`src/rtl/fpu_iter_div_sqrt.sv`:
```
// Radix-2 restoring mantissa divider / square-root engine, one result bit per cycle.
// Produces the pre-normalised quotient or root plus the unrounded biased exponent and sign.
//   state | meaning
//   IDLE  | waiting for a start
//   BUSY  | iterating, one result bit per edge
//   DONE  | result valid for one cycle, a new start is accepted here
module fpu_iter_div_sqrt #(
    parameter int C_MANT    = 23,
    parameter int C_EXP     = 8,
    parameter int C_PRENORM = C_MANT + 1,
    parameter int C_BIAS    = 2**(C_EXP-1) - 1
) (
    input  logic                 Clk_CI,
    input  logic                 Rst_RBI,
    input  logic                 Start_SI,
    input  logic                 Kill_SI,
    input  logic                 Div_enable_SI,
    input  logic                 Special_SI,
    input  logic [C_PRENORM-1:0] Mant_a_DI,
    input  logic [C_PRENORM-1:0] Mant_b_DI,
    input  logic [C_EXP+1:0]     Exp_a_DI,
    input  logic [C_EXP+1:0]     Exp_b_DI,
    input  logic                 Sign_a_DI,
    input  logic                 Sign_b_DI,
    output logic                 Ready_SO,
    output logic                 Done_SO,
    output logic [C_PRENORM-1:0] Mant_DO,
    output logic [C_EXP+1:0]     Exp_DO,
    output logic                 Sign_DO
);

    localparam int C_REM = C_PRENORM + 2;
    localparam int C_TW  = C_REM + 1;
    localparam int C_CNT = $clog2(C_PRENORM + 1);
    localparam logic [C_EXP+1:0] BIAS_W   = (C_EXP+2)'(C_BIAS);
    localparam logic [C_CNT-1:0] LAST_CNT = C_CNT'(C_PRENORM - 1);

    typedef enum logic [1:0] {IDLE, BUSY, DONE} state_t;

    state_t                   state_q;
    logic [C_CNT-1:0]         cnt_q;
    logic                     div_q;
    logic [C_REM-1:0]         rem_q;
    logic [C_PRENORM-1:0]     divisor_q;
    logic [2*C_PRENORM-1:0]   rad_q;
    logic [C_PRENORM-1:0]     mant_q;
    logic [C_EXP+1:0]         exp_q;
    logic                     sign_q;
    logic                     ready_q;
    logic                     done_q;

    logic [C_EXP+1:0]         exp_e;
    logic [C_EXP+1:0]         exp_start_d;
    logic                     sign_start_d;
    logic [2*C_PRENORM-1:0]   rad_init_d;
    logic [C_REM-1:0]         rem_init_d;
    logic [C_TW-1:0]          trial_div;
    logic [C_TW-1:0]          trial_sqrt;
    logic [C_REM-1:0]         rem4;
    logic [C_REM-1:0]         rem_sel;
    logic                     bit_d;
    logic [C_REM-1:0]         rem_d;
    logic [C_PRENORM-1:0]     mant_d;

    always_comb begin
        exp_e = Exp_a_DI - BIAS_W;
        if (Div_enable_SI) begin
            exp_start_d  = Exp_a_DI - Exp_b_DI + BIAS_W;
            sign_start_d = Sign_a_DI ^ Sign_b_DI;
        end else begin
            exp_start_d  = {exp_e[C_EXP+1], exp_e[C_EXP+1:1]} + BIAS_W;
            sign_start_d = Sign_a_DI;
        end
        // An odd unbiased exponent is absorbed by doubling the radicand
        rad_init_d = exp_e[0] ? {Mant_a_DI, {C_PRENORM{1'b0}}}
                              : {1'b0, Mant_a_DI, {(C_PRENORM-1){1'b0}}};
        rem_init_d = Div_enable_SI ? {2'b00, Mant_a_DI} : '0;

        trial_div  = {1'b0, rem_q} - {3'b000, divisor_q};
        // The sqrt remainder stays below 2*root, so its top two bits are always clear here
        rem4       = {rem_q[C_REM-3:0], rad_q[2*C_PRENORM-1 -: 2]};
        trial_sqrt = {1'b0, rem4} - {1'b0, mant_q, 2'b01};

        rem_sel = rem_q;
        if (div_q) begin
            bit_d   = ~trial_div[C_TW-1];
            rem_sel = bit_d ? trial_div[C_REM-1:0] : rem_q;
            rem_d   = rem_sel << 1;
        end else begin
            bit_d = ~trial_sqrt[C_TW-1];
            rem_d = bit_d ? trial_sqrt[C_REM-1:0] : rem4;
        end
        mant_d = {mant_q[C_PRENORM-2:0], bit_d};
    end

    always_ff @(posedge Clk_CI or negedge Rst_RBI) begin
        if (!Rst_RBI) begin
            state_q   <= IDLE;
            cnt_q     <= '0;
            div_q     <= 1'b0;
            rem_q     <= '0;
            divisor_q <= '0;
            rad_q     <= '0;
            mant_q    <= '0;
            exp_q     <= '0;
            sign_q    <= 1'b0;
            ready_q   <= 1'b1;
            done_q    <= 1'b0;
        end else if (Kill_SI) begin
            state_q <= IDLE;
            cnt_q   <= '0;
            ready_q <= 1'b1;
            done_q  <= 1'b0;
        end else begin
            case (state_q)
                IDLE, DONE: begin
                    done_q <= 1'b0;
                    if (Start_SI) begin
                        div_q     <= Div_enable_SI;
                        rem_q     <= rem_init_d;
                        divisor_q <= Mant_b_DI;
                        rad_q     <= rad_init_d;
                        mant_q    <= '0;
                        cnt_q     <= '0;
                        sign_q    <= sign_start_d;
                        if (Special_SI) begin
                            exp_q   <= '0;
                            state_q <= DONE;
                            done_q  <= 1'b1;
                            ready_q <= 1'b1;
                        end else begin
                            exp_q   <= exp_start_d;
                            state_q <= BUSY;
                            ready_q <= 1'b0;
                        end
                    end else begin
                        state_q <= IDLE;
                        ready_q <= 1'b1;
                    end
                end
                BUSY: begin
                    rem_q  <= rem_d;
                    rad_q  <= rad_q << 2;
                    mant_q <= mant_d;
                    cnt_q  <= cnt_q + 1'b1;
                    if (cnt_q == LAST_CNT) begin
                        state_q <= DONE;
                        done_q  <= 1'b1;
                        ready_q <= 1'b1;
                    end
                end
                default: begin
                    state_q <= IDLE;
                    ready_q <= 1'b1;
                    done_q  <= 1'b0;
                end
            endcase
        end
    end

    assign Ready_SO = ready_q;
    assign Done_SO  = done_q;
    assign Mant_DO  = mant_q;
    assign Exp_DO   = exp_q;
    assign Sign_DO  = sign_q;

endmodule

```
`config.mk`:
```
export PLATFORM = sky130hd
export DESIGN_NAME = fpu_iter_div_sqrt
export DESIGN_NICKNAME = d
export VERILOG_FILES = /design/src/rtl/fpu_iter_div_sqrt.sv
export SDC_FILE = /design/constraint.sdc
export NUM_CORES = 1
export LEC_CHECK = 0
export BUFFER_PORTS_ARGS = -buffer_cell sky130_fd_sc_hd__buf_4
export CORE_ASPECT_RATIO = 0.75
export CORE_MARGIN = 8
export CORE_UTILIZATION = 40
export DETAILED_ROUTE_END_ITERATION = 7
export PLACE_DENSITY = 0.64
export SYNTH_ARGS = -nofsm -noshare
export SYNTH_HDL_FRONTEND = slang
export SYNTH_SLANG_ARGS = --single-unit
```
`constraint.sdc`:
```
create_clock -name Clk_CI -period 4.4 [get_ports Clk_CI]
set_input_delay 0.88 -clock Clk_CI [delete_from_list [all_inputs] [get_ports Clk_CI]]
set_output_delay 0.88 -clock Clk_CI [all_outputs]
set_load 0.02 [all_outputs]
```
**Yosys cells after proc, flatten, opt, wreduce, memory -nomap -nowiden**

Index checks and enable logic that the tools add are counted.

- Flip-flop bits (word level): 143
- Input port bits: 76
- Output and inout port bits: 37
- Logic and storage cells: 66

- Add/sub/neg operators: 7
- Equality and inequality tests: 6
- Muxes and demuxes: 31
- Bitwise logic cells: 4
- Reductions and logical operators: 7

Operator list:

| operator | number |
|---|---|
| 2-to-1 mux 48 bit | 2 |
| one-hot mux 48 bit (2 select lines) | 1 |
| 2-to-1 mux 26 bit | 3 |
| one-hot mux 26 bit (2 select lines) | 1 |
| 2-to-1 mux 24 bit | 2 |
| one-hot mux 24 bit (2 select lines) | 1 |
| subtractor 26 x 24 -> 27 bit | 1 |
| subtractor 26 x 26 -> 27 bit | 1 |
| 2-to-1 mux 25 bit | 1 |
| 2-to-1 mux 10 bit | 2 |
| adder 10 x 7 -> 10 bit, second input constant | 1 |
| adder 9 x 8 -> 10 bit, second input constant | 1 |
| 2-to-1 mux 5 bit | 2 |
| one-hot mux 5 bit (2 select lines) | 1 |
| subtractor 10 bit | 1 |
| subtractor 10 x 7 -> 10 bit, second input constant | 1 |
| 2-to-1 mux 1 bit | 8 |
| 2-to-1 mux 2 bit | 4 |
| != test 3 bit, second input constant | 2 |
| AND reduction 3 bit | 2 |
| adder 5 x 1 -> 5 bit, second input constant | 1 |
| equality test 5 bit, second input constant | 1 |
| one-hot mux 1 bit (2 select lines) | 2 |
| one-hot mux 2 bit (2 select lines) | 1 |
| 10 further kinds | 12 |

**Longest topological paths before layout**

- Word-level depth: 4
- Mapped depth: 15
- Mapped depth without buffers: 14

**Least setup slack after synthesis**

No wires, ideal clock.

- Kind: reg-to-reg
- Start: reg rem_q[0]
- End: reg rem_q[12]
- Setup time: 0.094 ns
- Data arrival time: 2.928 ns
- Data required time: 4.306 ns
- Setup slack: 1.378 ns
- Stages on the path, launching flop included: 16
- Buffers on the path: 2
- Clock period less this slack: 3.022 ns
- Cell sequence: dfrtp_1 -> inv_1 -> ha_1 -> inv_1 -> fa_1 -> a21o_1 -> a221oi_2 -> o211ai_4 -> a2111oi_4 -> o21a_1 -> buf_6 -> buf_12 -> nand2_1 -> o211ai_2 -> o21ai_1 -> a221oi_2

- Word-level cells in the longest chain between the ends: 4
- Elaborated cells between the ends (all ways): 6
- Classes of those cells: add/sub: 2; mux: 4

RTL lines:

| item | RTL line | RTL |
|---|---|---|
| start, declared | 43 | `logic [C_REM-1:0] rem_q;` |
| start signal, assigned | 120 | `rem_q <= rem_init_d;` |
| start signal, assigned | 142 | `rem_q <= rem_d;` |
| subtractor 26 x 26 -> 27 bit or subtractor 26 x 24 -> 27 bit (tied branches) | 82, 79 |  |
| 2-to-1 mux 26 bit or 2-to-1 mux 25 bit (tied branches) | 91, 87 |  |
| 2-to-1 mux 26 bit * | 85 | `if (div_q) begin` |
| one-hot mux 26 bit (2 select lines) * | 115 | `case (state_q)` |

Every way passes the cells marked *; elsewhere a longest branch is shown, timed or not.
A chain may end at the register's enable or synchronous reset.

**Worst setup path in the final report**

- Start: reg rem_q[0]
- End: reg rem_q[3]

The elaborated chain is that of the path after synthesis.

==> out/qor.yml <==
status:
  status: "complete, no violations"
die:
  start_util_pct: 40.34
  io_pins: 113
  core-area_um2: 22820
  die-area_um2: 28180
  fp.dieW_um: 191.2
  rows: 48
  die_h_um: 147.4
finish:
  nFillCells: 2248
  multi_input_area_um2: 5698
  utilization_pct: 47.89
  syn_to_final_growth_pct: 18.71
  register_area_um2: 2979
  antenna_cells: 0
  drive_gt1_share_pct: 16.04
  final_area_um2: 10930
  nets: 1350
sta:
  min_period_ns: 3.736
  tightest_slew_ns: 0.9632
  slew-limit-headroom_pct: 35.78
  finalMaxSlewViolations: 0
  hold_viol: 0
  setup-violations-final: 0
  rsz0062_at_grt: "no"
  fin_tns_setup_ns: 0
  fin_skew_ns: 0.008756
  fin_crit_sh_pct: 84.92
  fmax_mhz: 267.6
clocking:
  cts_root_buf: "clkbuf_16"
  cts_tree: "done"
  clockBufferDepth: 2
  cts_hold_buf: 0
  post_cts_resized: 0
  clock-sinks: 119
  post_cts_buffers: 0
  htreeDepth: 4
  clk_pin_slew_ns: 0.06
  worstSkewPairLatency_ns: 0.42
  cts_buffers: 17
pwr:
  finalPower_mw: 6.578
  p_leak_nw: 4.971
  clockPowerShare_pct: 23.5
  switching_share_pct: 42.96
  ir_drop_mv: 0.4328
  internal_power_mw: 3.752
  switchingPower_mw: 2.826
  power_density_nw_per_um2: 601.9
  seq_power_share_pct: 23.8
  comb_power_share_pct: 52.7
min_path:
  hold_start: "rad_q[31]"
  hold_depth: 2
  holdPathEnd: "rad_q[31]"
  min_path_type: "flop to flop"
yosys:
  async_flop_share_pct: 100.0
  syn_area_per_cell_um2: 8.257
  postSynthRegisterBits: 119
  synth_compound_area_share_pct: 25.85
  synth_top_family_by_area: "compound AO/OA/AOI/OAI gates"
  synth_ff_type: "dfrtp_1"
  synthAdderAreaFrac_pct: 9.812
  synth_common_cells: "nand2_1, dfrtp_1, o21ai_0"
  synth_top_area_share_pct: 32.07
  ys_types: 68
  synth.largest_area_cell: "dfrtp_1"
  synth_edf_count: 0
  yosysSeqAreaShare_pct: 32.36
  syn_inst: 1115
  synth_xor_area_share_pct: 6.374
  yosys_warnings: 0
  synthSimpleGateAreaFrac_pct: 14.66
  synth_area_um2: 9206
  muxShareOfSynthArea_pct: 4.974
  synth_most_common_cell: "nand2_1"
  netlist_top_cells_area: "dfrtp_1, ha_1, o21ai_0"
  syn_nets: 1262
placement:
  place_hpwl_mm: 21.00
  io_buffers: 112
  dpl_cell_area_um2: 10290
  gp_congestion: 0.8782
critical_path:
  worstSetupPathType: "flop to flop"
  crit_arrival_ns: 4.05
  r2r-end: "rem_q[3]"
  ff2ff_setup_slack_ns: 0.66
  r2r_start: "rem_q[0]"
  setup.worst_path.start_class: "flop"
  slowest_stage: "a221oi_2"
  worstPathRequired_ns: 4.72
  reg2reg_depth: 14
  end_kind: "flop"
  crit_chain: "inv_1 > ha_1 > inv_1 > fa_1 > a21o_1 > a221oi_2 > o211ai_4 > a2111oi_4 > o21a_1 > buf_4 > nor2_1 > o21ai_0 > o21ai_0 > a221oi_1"
  crit_fanout: 32
  critPathMaxStageDelay_ns: 0.43
grt:
  first_global_vias: 8004
  grt_pass1_wl_mm: 44.46
  grt_max_degree: 70
  grt.overflow.total: 0
  grt_antenna_before_repair: 0
  grt_usage_pct: 19.61
detailed_routing:
  totalWireLength_mm: 27.51
  drc: 0
  ant_nets: 0
  wl_per_cell_um: 18.15
  drtIter0Drc: 653
  drt_pass1_iterations: 5
  vias: 8332
  viasPerCell: 5.496
run:
  drv_cap: 0
layer usage:
layer  track usage [%]  up-vias  wire, um
met3             4.426       31      2055
met4             5.607        0       425
met2             26.77      268     11100
li1                  -     4145         -
met5                 0        -         0
met1             29.91     3888     13930
worst max path at each step:
| stage | startpoint | to |
|---|---|---|
| floorplan | rem_q[0] | rem_q[12] |
| global placement | rem_q[0] | rem_q[3] |
| detailed placement | rem_q[0] | rem_q[3] |
| CTS | rem_q[0] | rem_q[3] |
| global route | rem_q[0] | rem_q[5] |
| finish | rem_q[0] | rem_q[3] |
layout by cell type (no fill, tap or decap), drive strengths merged, types with 4 or more instances in the layout:
master  Yosys  final
nand2     131    131
buf        15    126
o21ai     120    120
dfrtp     118    118
a21oi      99     99
nor2       82     82
inv        77     77
ha         69     69
xnor2      43     43
mux2i      30     30
nand3      25     25
o22ai      25     25
xor2       24     24
clkbuf     42     24
a21o       23     23
o211ai     19     19
a211oi     17     17
a31oi      15     15
mux2       14     14
nand2b     13     13
nor3       12     12
a221oi     12     12
nor2b      10     10
and3        8      8
nand4       7      7
o21bai      6      6
and2        5      5
bufinv      0      5
o31ai       4      4
or3         4      4
o21a        4      4
critical path, delay by kind of cell, from the launching register on:
kind / cells / cell delay [ns]
flops: 1 / 0.40
buf+inv: 3 / 0.57
compound gates: 8 / 1.98
simple gates: 1 / 0.10
fa+ha+maj: 2 / 0.57
sequential cells by signal, summed over array words and instances, names as in the netlist:
signal,cells
Mant_DO,24
rad_q,25
cnt_q,5
Exp_DO,10
divisor_q,24
Ready_SO,1
state_q,2
rem_q,26
div_q,1
Sign_DO,1
per-stage QoR:
stage          hold WS, ns  instances  setup slack, ns
6_report            0.4821       1516           0.6636
5_1_grt             0.4982       1516           0.3633
4_1_cts             0.4835       1516           0.7127
3_5_place_dp        0.4710       1484           0.7265
3_3_place_gp        0.4641       1484           0.8789
2_1_floorplan       0.4497       1115            1.378
power by group through the flow:
stage	Clock [mW]	Combinational [mW]	Sequential (mW)
after global placement	0	3.37	1.57
after floorplan	0	2.66	1.47
after CTS	1.57	3.43	1.55
final	1.55	3.47	1.57
after global routing	1.61	3.83	1.59
after detailed placement	0	3.39	1.57
logic make-up (layout without fill, tap and decap cells):
logic type,Yosys count,count (layout)
compound gates,374,374
simple gates,306,306
buf+inv,134,235
mux,44,44
xor+xnor,67,67
fa+ha+maj,71,71
flops,119,119
final cells by class:
type / instances / area share [%]
multi-input cells: 862 / 52.14
flip-flops and latches: 119 / 27.26
clock inverters: 8 / 1.557
inverters: 77 / 2.645
repair buffers: 126 / 8.655
well taps: 300 / 3.434
clock buffers: 24 / 4.316
Note: power is estimated with default switching activity, not from simulation.
